**src/rtl/riscv_pkg.sv**
```systemverilog
// Shared RV32 definitions for the multiply/divide execution unit.
// Op encodings follow funct3 so the captured field can be cast directly.
package riscv_pkg;

    typedef enum logic [2:0] {
        OP_MUL    = 3'b000,
        OP_MULH   = 3'b001,
        OP_MULHSU = 3'b010,
        OP_MULHU  = 3'b011,
        OP_DIV    = 3'b100,
        OP_DIVU   = 3'b101,
        OP_REM    = 3'b110,
        OP_REMU   = 3'b111
    } muldiv_op_e;

    typedef enum logic [2:0] {
        IDLE,
        PREP,
        CALC,
        FIX,
        DONE
    } muldiv_state_e;

    localparam int MULDIV_ITERS   = 32;
    localparam int MULDIV_LATENCY = 35;

endpackage

```
**src/rtl/muldiv_unit.sv**
```systemverilog
// Iterative RV32M multiply/divide unit with fixed 35-cycle latency.
// One 64-bit shift register serves as product accumulator or remainder:quotient.
module muldiv_unit
    import riscv_pkg::*;
#(
    parameter int XLEN = 32
) (
    input  logic            clk,
    input  logic            reset,
    input  logic            start,
    input  logic [2:0]      funct3,
    input  logic [XLEN-1:0] a,
    input  logic [XLEN-1:0] b,
    input  logic [4:0]      rd_in,
    output logic            busy,
    output logic            done,
    output logic [XLEN-1:0] result,
    output logic [4:0]      rd_out
);

    muldiv_state_e state, state_next;
    muldiv_op_e    op_q;

    logic [XLEN-1:0]   a_q, b_q, mag_b_q;
    logic [4:0]        rd_q;
    logic [4:0]        cnt;
    logic [2*XLEN-1:0] acc;

    logic              a_sgn, b_sgn, is_div, div_by_zero, sgn_ovf;
    logic [XLEN-1:0]   mag_a, mag_b;
    logic [XLEN:0]     mul_sum, div_partial, div_diff;
    logic [2*XLEN-1:0] mul_next, div_next, prod_fixed;
    logic [XLEN-1:0]   quot_fixed, rem_fixed, fix_result;

    assign busy = (state != IDLE);
    assign done = (state == DONE);

    always_ff @(posedge clk) begin
        if (reset) state <= IDLE;
        else       state <= state_next;
    end

    always_comb begin
        state_next = state;
        case (state)
            IDLE:    if (start) state_next = PREP;
            PREP:    state_next = CALC;
            CALC:    if (cnt == 5'(MULDIV_ITERS - 1)) state_next = FIX;
            FIX:     state_next = DONE;
            DONE:    state_next = IDLE;
            default: state_next = IDLE;
        endcase
    end

    // Operand signedness depends on the op; captured operands stay stable until FIX.
    always_comb begin
        is_div      = op_q[2];
        a_sgn       = a_q[XLEN-1] & ((op_q == OP_MULH) || (op_q == OP_MULHSU) ||
                                     (op_q == OP_DIV)  || (op_q == OP_REM));
        b_sgn       = b_q[XLEN-1] & ((op_q == OP_MULH) || (op_q == OP_DIV) ||
                                     (op_q == OP_REM));
        mag_a       = a_sgn ? -a_q : a_q;
        mag_b       = b_sgn ? -b_q : b_q;
        div_by_zero = (b_q == '0);
        sgn_ovf     = (a_q == 32'h8000_0000) && (b_q == 32'hFFFF_FFFF);
    end

    always_comb begin
        mul_sum     = {1'b0, acc[2*XLEN-1:XLEN]} + (acc[0] ? {1'b0, mag_b_q} : '0);
        mul_next    = {mul_sum, acc[XLEN-1:1]};
        div_partial = acc[2*XLEN-1:XLEN-1];
        div_diff    = div_partial - {1'b0, mag_b_q};
        if (div_diff[XLEN])
            div_next = {div_partial[XLEN-1:0], acc[XLEN-2:0], 1'b0};
        else
            div_next = {div_diff[XLEN-1:0], acc[XLEN-2:0], 1'b1};
    end

    // Sign correction and special-case overrides applied on the final shift-register value.
    always_comb begin
        prod_fixed = (a_sgn ^ b_sgn) ? -acc : acc;
        quot_fixed = ((a_sgn ^ b_sgn) && !div_by_zero) ? -acc[XLEN-1:0] : acc[XLEN-1:0];
        rem_fixed  = a_sgn ? -acc[2*XLEN-1:XLEN] : acc[2*XLEN-1:XLEN];
        fix_result = '0;
        case (op_q)
            OP_MUL:    fix_result = prod_fixed[XLEN-1:0];
            OP_MULH,
            OP_MULHSU,
            OP_MULHU:  fix_result = prod_fixed[2*XLEN-1:XLEN];
            OP_DIV:    fix_result = div_by_zero ? '1 : (sgn_ovf ? 32'h8000_0000 : quot_fixed);
            OP_DIVU:   fix_result = div_by_zero ? '1 : quot_fixed;
            OP_REM:    fix_result = div_by_zero ? a_q : (sgn_ovf ? '0 : rem_fixed);
            OP_REMU:   fix_result = div_by_zero ? a_q : rem_fixed;
            default:   fix_result = '0;
        endcase
    end

    always_ff @(posedge clk) begin
        if (reset) begin
            op_q    <= OP_MUL;
            a_q     <= '0;
            b_q     <= '0;
            mag_b_q <= '0;
            rd_q    <= '0;
            cnt     <= '0;
            acc     <= '0;
            result  <= '0;
            rd_out  <= '0;
        end else begin
            case (state)
                IDLE: if (start) begin
                    op_q <= muldiv_op_e'(funct3);
                    a_q  <= a;
                    b_q  <= b;
                    rd_q <= rd_in;
                end
                PREP: begin
                    mag_b_q <= mag_b;
                    acc     <= {{XLEN{1'b0}}, mag_a};
                    cnt     <= '0;
                end
                CALC: begin
                    cnt <= cnt + 5'd1;
                    acc <= is_div ? div_next : mul_next;
                end
                FIX: begin
                    result <= fix_result;
                    rd_out <= rd_q;
                end
                default: ;
            endcase
        end
    end

endmodule

```
**config.mk**
```make
export PLATFORM = sky130hd
export DESIGN_NAME = muldiv_unit
export DESIGN_NICKNAME = d
export VERILOG_FILES = /design/src/rtl/riscv_pkg.sv /design/src/rtl/muldiv_unit.sv
export SDC_FILE = /design/constraint.sdc
export NUM_CORES = 1
export LEC_CHECK = 0
export CAP_MARGIN = 25
export CELL_PAD_IN_SITES_DETAIL_PLACEMENT = 1
export CELL_PAD_IN_SITES_GLOBAL_PLACEMENT = 2
export CORE_MARGIN = 2
export CORE_UTILIZATION = 35
export CTS_CLUSTER_SIZE = 16
export DETAILED_ROUTE_END_ITERATION = 10
export PLACE_DENSITY_LB_ADDON = 0.1
export SLEW_MARGIN = 10
export SYNTH_ARGS = -nofsm -noshare
export SYNTH_HDL_FRONTEND = slang
export SYNTH_SLANG_ARGS = --single-unit
```
**constraint.sdc**
```tcl
create_clock -name clk -period 4.34 [get_ports clk]
set_input_delay 0.868 -clock clk [delete_from_list [all_inputs] [get_ports clk]]
set_output_delay 0.868 -clock clk [all_outputs]
set_load 0.01 [all_outputs]
```
# == Yosys cells after proc, flatten, opt, wreduce, memory -nomap -nowiden ==
# Cells that the tools add are included.
# word_totals
word_cells,73
output_inout_bits,39
ff_bits,213
inputBits,75
# classes
add_sub_neg,8
reduce_logical,16
n_bitwise,3
eq_ne,16
mux,20
# ops
operator,count
2-to-1 mux 32 bit,11
2-to-1 mux 64 bit,3
case mux 32 bit (6 select lines),1
negation 32 bit,4
case mux 64 bit (2 select lines),1
equality test 32 bit (second input constant),2
negation 64 bit,1
adder 32 x 32 -> 33 bit,1
subtractor 33 x 32 -> 33 bit,1
zero test 32 bit,1
equality test 3 bit (second input constant),5
equality test 3 x 2 -> 1 bit (second input constant),4
case mux 3 bit (4 select lines),1
case mux 5 bit (2 select lines),1
equality test 3 x 1 -> 1 bit (second input constant),2
zero test 3 bit,2
2-to-1 mux 3 bit,2
adder 5 x 1 -> 5 bit (second input constant),1
equality test 5 bit (second input constant),1
logical OR 1 bit,5
!= test 2 bit (second input constant),2
AND reduction 2 bit,2
nonzero test 3 bit,1
OR reduction 3 bit,1
5 further kinds,7

# == Longest topological paths before layout ==
# Gate-level depths: netlist of run 1.
# depth
word_depth,11
depth_mapped,14
ltp_nobuf,13

# == Worst setup path before layout of run 1 ==
# OpenSTA, ideal clock, no wires.
# synth_timing
path_kind,register to register
from,reg acc[0]
to,reg acc[61]
setup_time_ps,129
setup_slack_ps,914
required_ps,4211
stages_incl_launch_ff,15
arrival_ps,3297
period_less_slack_ps,3426
path_buffers,2
path_cell_list,dfxtp_1 -> inv_1 -> clkbuf_1 -> nor2_1 -> ha_1 -> clkbuf_1 -> o21ai_0 -> nand3b_1 -> o21ai_0 -> or4_1 -> o31ai_1 -> a221oi_1 -> or3b_1 -> a32oi_1 -> o21ai_0
# synth_between
elab_chain_cells,4
# synth_rtl
element,line,source
start: declaration,muldiv_unit.sv:27,logic [2*XLEN-1:0] acc;
start signal: assignment,muldiv_unit.sv:119,"acc <= {{XLEN{1'b0}}, mag_a};"
start signal: assignment,muldiv_unit.sv:124,acc <= is_div ? div_next : mul_next;
2-to-1 mux 32 bit,muldiv_unit.sv:69,"mul_sum = {1'b0, acc[2*XLEN-1:XLEN]} + (acc[0] ? {1'b0, mag_b_q} : '0);"
adder 32 x 32 -> 33 bit,muldiv_unit.sv:69,
2-to-1 mux 64 bit,muldiv_unit.sv:124,
case mux 64 bit (2 select lines),muldiv_unit.sv:110,case (state)
# No other way between the ends.
# A chain may end at the register's enable or synchronous reset.

# == Worst setup path after layout of run 1 ==
# layout_timing
from,reg acc[0]
to,reg acc[62]
# The elaborated chain is that of the path after synthesis.

==> key figures, run 1 <==
Outcome
  • Status: finished with violations
  • Failing checks: design-rule violations

Floorplan
  • Die Ht: 222 µm
  • Die area: 49100 µm²
  • I/O pin cnt: 114
  • Core ar.: 46700 µm²
  • Initial core utilization: 35.5%
  • Num rows: 79
  • Die extent in x: 222 µm

Final layout
  • Design area: 19400 µm²
  • Area Growth Syn to Fin: 17.3%
  • Final net count: 2465
  • Final Util: 41.7%
  • Layout cells sized above 1: 8.22%
  • Fill count: 5791

Worst setup path
  • Critical path type: reg2reg
  • Buf/Inv on CP: 1
  • R2R setup slack: 0.54 ns
  • Crit path required time: 4.81 ns
  • Arr. time, crit path: 4.27 ns
  • Startpoint Class: register
  • CP max-delay cell: o21ai_0
  • Max incr delay on CP: 0.49 ns
  • CP endpoint kind: register
  • Crit path max-delay family: compound AO/OA/AOI/OAI gates
  • Worst-path fanout max: 14
  • Crit path cell chain: inv_1, nor2_1, ha_1, a21oi_1, o22ai_1, nand4_1, a211oi_2, o21ai_0, o21ai_0, a21oi_1, or3_1, o211ai_1

Logic synthesis
  • Async set-or-reset flop fraction in the synthesized netlist: 0%
  • YS warnings: 0
  • Number of distinct library cells after synthesis: 92
  • Post-synth top area share: 25.7%
  • Synth cell count leaders: nand2_1 (281), nor2_1 (231), a21oi_1 (218), dfxtp_1 (213), clkbuf_1 (144)
  • Ranking of synthesized cells by area: dfxtp_1 (26%), a21oi_1 (6.6%), nand2_1 (6.4%)
  • Synth Instances: 2249
  • Syn Nets: 2397
  • Yosys reg bits: 213
  • Mapped cell area: 16600 µm²
  • Post-synthesis sequential area ratio: 25.7%
  • EDFF count, synth: 0
  • Most frequent cell after synthesis: nand2_1
  • Syn Area/Cell: 7.37 µm²
  • Area leader, netlist: dfxtp_1
  • Main synth FF type: dfxtp_1

STA
  • Hold WS: 0.447 ns
  • Clk_skew: 0.0158 ns
  • Least-Margin Pin Slew: 1.03 ns
  • Pins over their slew limit: 0
  • RSZ-0062 raised after global routing: no
  • Final hold vios: 0
  • Final min period: 3.80 ns
  • Setup_tns: 0 ns
  • Peak Freq: 263 MHz
  • Slew HR: 30.8%
  • # setup viols final: 0
  • Fin crit share: 87.5%
  • Setup WS post-layout: 0.542 ns

CTS
  • Post-CTS setup buffer count: 0
  • Clock Latency Late Sink: 0.57 ns
  • Clock Sinks: 213
  • CTS tree: done
  • Clock buffer depth: 3
  • CTS H-tree depth: 1
  • Clock Tree Root: clkbuf_16
  • CTS Buf Count: 27
  • CTS resizes: 0
  • Clock-pin slew on the worst setup and hold paths: 0.06 ns
  • Post-CTS Hold Buffers: 0

Place
  • Pre-CTS WS: 0.479 ns
  • Placer Congestion: 0.908
  • DP Wirelength: 52400 µm
  • Number of port buffers: 113
  • Placed cell area: 18600 µm²

Job
  • Max-cap violations: 0

Route
  • Routed Antenna Nets: 0
  • Vias per inst: 5.90
  • DRC viols: 6
  • Iter 0 DRT Violations: 1390
  • DR WL/cell: 23.5 µm
  • Via count: 17381
  • First-pass DRT Iterations: 8
  • Final Routed Wirelength: 69200 µm

Min path
  • Worst min path class: reg2reg

Global route
  • GRT Resource Usage Total: 27.4%
  • Vias in the first global route: 17205
  • Initial antenna violation count: 1
  • First-pass GRT wire length: 106000 µm
  • Overflow after GRT: 0
  • Largest net degree at the start of global routing: 88

Pwr
  • VDD IR max: 274 µV
  • Leak pwr: 7.27 nW
  • P per Cell Area: 352 nW/µm²
[cell usage in the layout (no fill, tap or decap), types with 59 or more instances in the layout]
| cell type | n |
|---|---|
| a211oi_1 | 108 |
| a21oi_1 | 217 |
| buf_4 | 89 |
| clkdlybuf4s50_1 | 112 |
| dfxtp_1 | 212 |
| ha_1 | 71 |
| inv_1 | 61 |
| nand2_1 | 280 |
| nor2_1 | 231 |
| nor3_1 | 59 |
| o21ai_0 | 118 |
| xnor2_1 | 101 |
| xor2_1 | 91 |
[path summary, 6_finish.rpt]
check                  start         end  cells past startpoint
setup reg to reg      acc[0]     acc[62]                     12
hold / removal    result[18]  result[18]                      2
hold reg to reg   result[18]  result[18]                      2
setup / recovery      acc[0]     acc[62]                     12
[metrics by stage]
| stage | cells | power (mW) |
|---|---|---|
| after global placement | 2893 | 4.52 |
| final | 2944 | 6.84 |
| after CTS | 2942 | 6.85 |
| after detailed placement | 2894 | 4.55 |
| after global routing | 2944 | 7.17 |
| after floorplan | 2249 | 3.73 |
[kinds of logic after synthesis]
family,share of synthesized area (%)
AND/OR/NAND/NOR,22.9
AO/OA/AOI/OAI,26.8
buffers and inverters,5.37
flip-flops,25.7
XOR/XNOR,10.1
adder cells (fa/ha/maj),5.60
multiplexers,3.46
[sequential cells by signal, indices dropped and copies added (netlist names)]
register / cells
mag_b_q: 32
a_q: 32
b_q: 32
state: 3
cnt: 5
rd_out: 5
rd_q: 5
acc: 64
result: 32
op_q: 3
[area by class of cell]
type	count	area [µm²]	area share, %
multi-input combinational	1809	11500	59.0
inverter	61	229	1.18
timing repair buffer	205	1850	9.49
sequential	213	4270	21.9
antenna	1	2.50	0.0129
tap	607	759	3.91
clock buffer	31	721	3.71
clock inverter	17	154	0.791
[routing by layer]
layer  share of wire (%)  global-route usage, %  vias up
li1                    -                      -     8251
met1                  50                   40.2     8580
met2                  43                   42.9      457
met3                 5.2                   2.92       93
met4                 2.1                   5.95        0
met5                   0                      0        -
[worst register-to-register path, cell delays in order, from the launching register on]
cell and delay (ns):
dfxtp_1 0.38, inv_1 0.40, nor2_1 0.11, ha_1 0.39, a21oi_1 0.10, o22ai_1 0.28
nand4_1 0.29, a211oi_2 0.41, o21ai_0 0.24, o21ai_0 0.49, a21oi_1 0.14, or3_1 0.38
o211ai_1 0.09
[report_power, final]
| part | total [mW] | switching, mW | internal (mW) | leakage (nW) |
|---|---|---|---|---|
| Combinational | 2.26 | 1.41 | 0.850 | 5.11 |
| Sequential | 2.29 | 0.211 | 2.08 | 1.74 |
| Clock | 2.29 | 0.987 | 1.31 | 0.420 |
Power figures use the tool's default switching activity.
==> run 2, diff against run 1 <==
Settings changed: CAP_MARGIN 25 to 0, CORE_MARGIN 2 to default.
==> run 2 against run 1 <==
Compared with the run above:
- the flow still finishes with violations (design-rule violations)
- clock skew is 0.024 ns higher
- fmax is 2.3% lower
- critical path depth grew 1
- sequential share of layout area barely moved
- critical path type unchanged
- power rose by 1.7%
- utilization fell by 0.081 points
- via count fell by 0.13%
- flip-flop and latch count stayed put
- worst setup slack worse by 0.090 ns
==> key figures, run 2 (same netlist as run 1, synthesis figures left out) <==
CTS
  • CTS Buf Count: 28 (was 27)
  • Post-CTS setup buffer count: 0 (unchanged)
  • Clock Sinks: 213 (unchanged)
  • Clock buffer depth: 3 (unchanged)
  • CTS resizes: 0 (unchanged)
  • Clock-pin slew on the worst setup and hold paths: 0.06 ns (about the same)
  • CTS H-tree depth: 1 (unchanged)
  • Clock Latency Late Sink: 0.60 ns (was 0.57 ns)
  • Post-CTS Hold Buffers: 0 (unchanged)
  • CTS tree: done (unchanged)
  • Clock Tree Root: clkbuf_16 (unchanged)

Final layout
  • Commonest non-fill, non-tap cells in the layout: nand2_1 (280), nor2_1 (231), a21oi_1 (217) (unchanged)
  • Reg area: 4270 µm² (unchanged)
  • Area of the multi-input gates: 11500 µm² (about the same)
  • Number of flip-flops under the largest register name: 64 (unchanged)
  • Most common cell after layout, fill and taps aside: nand2_1 (unchanged)
  • Final net count: 2452 (was 2465)
  • Area Growth Syn to Fin: 17.0% (was 17.3%)
  • Top reg by flops: acc (unchanged)
  • Fill count: 5725 (was 5791)
  • Number of diodes: 0 (was 1)
  • Layout cells sized above 1: 7.62% (was 8.22%)
  • Design area: 19400 µm² (about the same)

Outcome
  • Failing checks: design-rule violations (unchanged)
  • Status: finished with violations (unchanged)

Route
  • Final Routed Wirelength: 69600 µm (was 69200 µm)
  • First-pass DRT Iterations: 8 (unchanged)
  • DR WL/cell: 23.8 µm (was 23.5 µm)
  • Vias per inst: 5.92 (was 5.90)
  • DRC viols: 14 (was 6)
  • Iter 0 DRT Violations: 1355 (was 1390)
  • Routed Antenna Nets: 0 (unchanged)
  • Via count: 17358 (was 17381)

STA
  • Peak Freq: 257 MHz (was 263 MHz)
  • Final hold vios: 0 (unchanged)
  • Setup_tns: 0 ns (unchanged)
  • Pins over their slew limit: 0 (unchanged)
  • Least-Margin Pin Slew: 1.37 ns (was 1.03 ns)
  • Final min period: 3.89 ns (was 3.80 ns)
  • RSZ-0062 raised after global routing: no (unchanged)
  • Clk_skew: 0.0401 ns (was 0.0158 ns)
  • # setup viols final: 0 (unchanged)
  • Fin crit share: 89.6% (was 87.5%)
  • Slew HR: 8.04% (was 30.8%)

Worst setup path
  • Critical path type: reg2reg (unchanged)
  • Reg2reg start: acc[31] (was acc[0])
  • CP endpoint kind: register (unchanged)
  • Startpoint Class: register (unchanged)
  • CP startpoint: acc[31] (was acc[0])
  • Arr. time, crit path: 4.35 ns (was 4.27 ns)
  • Worst-path fanout max: 8 (was 14)
  • Crit path required time: 4.80 ns (was 4.81 ns)

Floorplan
  • Initial core utilization: 35.5% (unchanged)
  • Die area: 48300 µm² (was 49100 µm²)
  • Die extent in x: 220 µm (was 222 µm)
  • Num rows: 79 (unchanged)
  • I/O pin cnt: 114 (unchanged)
  • Core ar.: 46700 µm² (unchanged)
  • Die Ht: 220 µm (was 222 µm)

Min path
  • Hold Path Origin: result[30] (was result[18])
  • Worst min path class: reg2reg (unchanged)

Global route
  • Largest net degree at the start of global routing: 93 (was 88)
  • Overflow after GRT: 0 (unchanged)
  • GRT Resource Usage Total: 28.7% (was 27.4%)
  • First-pass GRT wire length: 107000 µm (was 106000 µm)
  • Initial antenna violation count: 0 (was 1)
  • Vias in the first global route: 17335 (was 17205)

Place
  • Placed cell area: 18500 µm² (was 18600 µm²)
  • DP Wirelength: 52500 µm (was 52400 µm)
  • Placer Congestion: 0.935 (was 0.908)
  • Number of port buffers: 113 (unchanged)

Pwr
  • VDD IR max: 282 µV (was 274 µV)
  • Leak pwr: 7.25 nW (was 7.27 nW)
  • P per Cell Area: 358 nW/µm² (was 352 nW/µm²)

Job
  • Max-cap violations: 0 (unchanged)
run 2: cell types whose count changed in the layout (fill, tap and decap cells not counted), sizes merged:
| cell | change |
|---|---|
| clkinvlp | -4 |
| bufinv | -1 |
| clkinv | -2 |
| clkbuf | +8 |
| diode | -1 |
| buf | -13 |
run 2: routing by layer:
metal  vias to the layer above  global-route usage, %  wire [µm]
li1                       8225                      -          -
met1                      8542                   41.9      33900
met2                       499                   44.1      29800
met3                        92                   4.07       4250
met4                         0                   6.92       1720
met5                         -                      0          0
run 2: through the flow:
step	hold slack [ns]	instances	power [mW]	setup WS, ns	utilization (%)
floorplan	0.432	2249	3.73	0.914	-
global placement	0.439	2881	4.50	0.610	39.5
detailed placement	0.445	2881	4.53	0.528	39.5
CTS	0.458	2931	6.98	0.467	41.6
global route	0.468	2931	7.28	0.160	41.6
finish	0.451	2931	6.96	0.453	41.6
run 2: final cells by class:
type | count | area share (%)
clock buffers | 40 | 4.36
repair buffers | 191 | 8.98
well taps | 607 | 3.91
flip-flops and latches | 213 | 22.0
clock inverters | 10 | 0.580
multi-input cells | 1809 | 59.0
inverters | 61 | 1.18
run 2: final timing paths:
kind | to | slack [ns] | depth (start not counted)
worst max-delay path | acc[35] | 0.45 | 13
worst min register to register | result[30] | 0.45 | 1
worst max register to register | acc[35] | 0.45 | 13
worst min-delay path | result[30] | 0.45 | 1
run 2: worst max-delay path, cell delays in order (launching register included):
cell	delay (ns)
dfxtp_1	0.37
inv_1	0.14
ha_1	0.19
inv_1	0.07
fa_1	0.43
a211oi_1	0.28
o21ai_0	0.25
a211oi_1	0.42
or3_1	0.23
a21oi_1	0.09
o21ai_0	0.33
nand2_2	0.26
o311a_1	0.42
o41ai_2	0.29
run 2: where the power goes:
| part | switching [mW] | leakage [nW] | total [mW] | internal, mW |
|---|---|---|---|---|
| sequential | 0.219 | 1.74 | 2.30 | 2.08 |
| combinational | 1.41 | 5.04 | 2.24 | 0.829 |
| clock | 1.00 | 0.469 | 2.42 | 1.41 |
==> run 3, diff against run 2 <==
Settings changed: CORE_UTILIZATION 35 to 25.
==> run 3 against run 2 <==
Compared with the run above:
- combinational power about the same
- the flow now finishes without violations
- largest power group unchanged
- via count shrank 1.3%
- cell count increased by 8.9%
- critical path type unchanged
==> key figures, run 3 (same netlist as run 1, synthesis figures left out) <==
STA
  • Least-Margin Pin Slew: 1.08 ns (was 1.37 ns)
  • Clk_skew: 0.0189 ns (was 0.0401 ns)
  • Final min period: 3.93 ns (was 3.89 ns)
  • Slew HR: 28.1% (was 8.04%)
  • # setup viols final: 0 (unchanged)
  • Fin crit share: 90.6% (was 89.6%)
  • Hold WS: 0.453 ns (was 0.451 ns)
  • Final hold vios: 0 (unchanged)
  • Peak Freq: 254 MHz (was 257 MHz)
  • RSZ-0062 raised after global routing: no (unchanged)
  • Setup WS post-layout: 0.407 ns (was 0.453 ns)
  • Setup_tns: 0 ns (unchanged)
  • Pins over their slew limit: 0 (unchanged)

Route
  • Iter 0 DRT Violations: 900 (was 1355)
  • Met2 routed WL: 32300 µm (was 29800 µm)
  • DRC viols: 0 (was 14)
  • Final Routed Wirelength: 74400 µm (was 69600 µm)
  • Vias per inst: 5.37 (was 5.92)
  • DR WL/cell: 23.3 µm (was 23.8 µm)
  • WL met3: 3120 µm (was 4250 µm)
  • M1 WL: 37400 µm (was 33900 µm)
  • Routed Antenna Nets: 0 (unchanged)
  • Max layer used: met4 (unchanged)
  • Via count: 17138 (was 17358)
  • First-pass DRT Iterations: 5 (was 8)

Final layout
  • Most common cell after layout, fill and taps aside: nand2_1 (unchanged)
  • Layout cells sized above 1: 7.82% (was 7.62%)
  • Number of flip-flops under the largest register name: 64 (unchanged)
  • Top reg by flops: acc (unchanged)
  • Design area: 19800 µm² (was 19400 µm²)
  • Final Util: 30.0% (was 41.6%)
  • Post-route insts no fill: 3191 (was 2931)
  • Commonest non-fill, non-tap cells in the layout: nand2_1 (280), nor2_1 (230), a21oi_1 (217) (was nand2_1 (280), nor2_1 (231), a21oi_1 (217))
  • Number of diodes: 0 (unchanged)
  • Area Growth Syn to Fin: 19.1% (was 17.0%)
  • Final net count: 2453 (was 2452)

Worst setup path
  • CP max-delay cell: a211oi_1 (was fa_1)
  • CP endpoint kind: register (unchanged)
  • Critical path type: reg2reg (unchanged)
  • Crit path required time: 4.78 ns (was 4.80 ns)
  • Most frequent CP cell: a211oi_1
  • Startpoint Class: register (unchanged)
  • Arr. time, crit path: 4.38 ns (was 4.35 ns)
  • Crit path cell chain: inv_1, ha_1, inv_1, fa_1, a211oi_1, o21ai_0, a211oi_1, or3_1, a21o_1, nand2_1, and4_1, a2111oi_0, a211oi_1 (was inv_1, ha_1, inv_1, fa_1, a211oi_1, o21ai_0, a211oi_1, or3_1, a21oi_1, o21ai_0, nand2_2, o311a_1, o41ai_2)
  • Worst-path fanout max: 6 (was 8)
  • Max incr delay on CP: 0.51 ns (was 0.43 ns)

Pwr
  • Leak pwr: 7.26 nW (was 7.25 nW)
  • Tot Pwr: 7.02 mW (was 6.96 mW)
  • VDD IR max: 288 µV (was 282 µV)
  • P per Cell Area: 355 nW/µm² (was 358 nW/µm²)

CTS
  • CTS Buf Count: 30 (was 28)
  • Clock-pin slew on the worst setup and hold paths: 0.07 ns (was 0.06 ns)
  • CTS H-tree depth: 1 (unchanged)
  • Post-CTS Hold Buffers: 0 (unchanged)
  • Clock buffer depth: 3 (unchanged)
  • CTS tree: done (unchanged)
  • CTS resizes: 0 (unchanged)
  • Post-CTS setup buffer count: 0 (unchanged)
  • Clock Sinks: 213 (unchanged)
  • Clock Tree Root: clkbuf_16 (unchanged)
  • Clock Latency Late Sink: 0.60 ns (about the same)

Place
  • Number of port buffers: 113 (unchanged)
  • DP Wirelength: 56900 µm (was 52500 µm)
  • Placed cell area: 18800 µm² (was 18500 µm²)
  • Pre-CTS WS: 0.388 ns (was 0.528 ns)
  • Placer Congestion: 0.862 (was 0.935)
  • Placed Cells: 3137 (was 2881)

Global route
  • Largest net degree at the start of global routing: 110 (was 93)
  • First-pass GRT wire length: 114000 µm (was 107000 µm)
  • GRT Resource Usage Total: 21.9% (was 28.7%)
  • Initial antenna violation count: 0 (unchanged)
  • Vias in the first global route: 17737 (was 17335)
  • Overflow after GRT: 0 (unchanged)

Floorplan
  • Core ar.: 65700 µm² (was 46700 µm²)
  • Num rows: 94 (was 79)
  • Die extent in x: 260 µm (was 220 µm)
  • Die Ht: 260 µm (was 220 µm)
  • I/O pin cnt: 114 (unchanged)
  • Initial core utilization: 25.2% (was 35.5%)
  • Die area: 67400 µm² (was 48300 µm²)

Min path
  • Worst min path class: reg2reg (unchanged)

Job
  • Max-cap violations: 0 (unchanged)

Outcome
  • Status: complete, no violations (was finished with violations)
run 3: path summary, 6_finish.rpt:
kind,to,cells past startpoint,from,slack [ns]
setup / recovery,acc[44],13,acc[31],0.41
hold / removal,result[18],2,result[18],0.45
setup reg to reg,acc[44],13,acc[31],0.41
hold reg to reg,result[18],2,result[18],0.45
run 3: worst max-delay path: cells and delay by family, from the launching register on:
kind | cells | cell delay, ns
AND/OR/NAND/NOR | 3 | 0.66
buffers and inverters | 2 | 0.19
flip-flops | 1 | 0.37
adder cells (fa/ha/maj) | 2 | 0.61
AO/OA/AOI/OAI | 6 | 1.94
run 3: cell type report:
| class | instances | area (µm²) |
|---|---|---|
| Fill cell | 7863 | 46000 |
| Multi-Input combinational cell | 1809 | 11500 |
| Sequential cell | 213 | 4270 |
| Timing Repair Buffer | 190 | 1740 |
| Tap cell | 864 | 1080 |
| Clock buffer | 44 | 915 |
| Inverter | 61 | 229 |
| Clock inverter | 10 | 56.3 |
run 3: power breakdown:
part | leakage (nW) | internal, mW | total [mW] | switching [mW]
combinational | 5.04 | 0.828 | 2.26 | 1.44
sequential | 1.74 | 2.08 | 2.29 | 0.212
clock | 0.487 | 1.44 | 2.46 | 1.02
total | 7.26 | 4.35 | 7.02 | 2.67
run 3: layer usage:
| metal | vias to the layer above | track usage (%) |
|---|---|---|
| met4 | 0 | 4.87 |
| met5 | - | 0 |
| met1 | 8496 | 32.1 |
| met2 | 339 | 34.0 |
| li1 | 8223 | - |
| met3 | 80 | 2.64 |
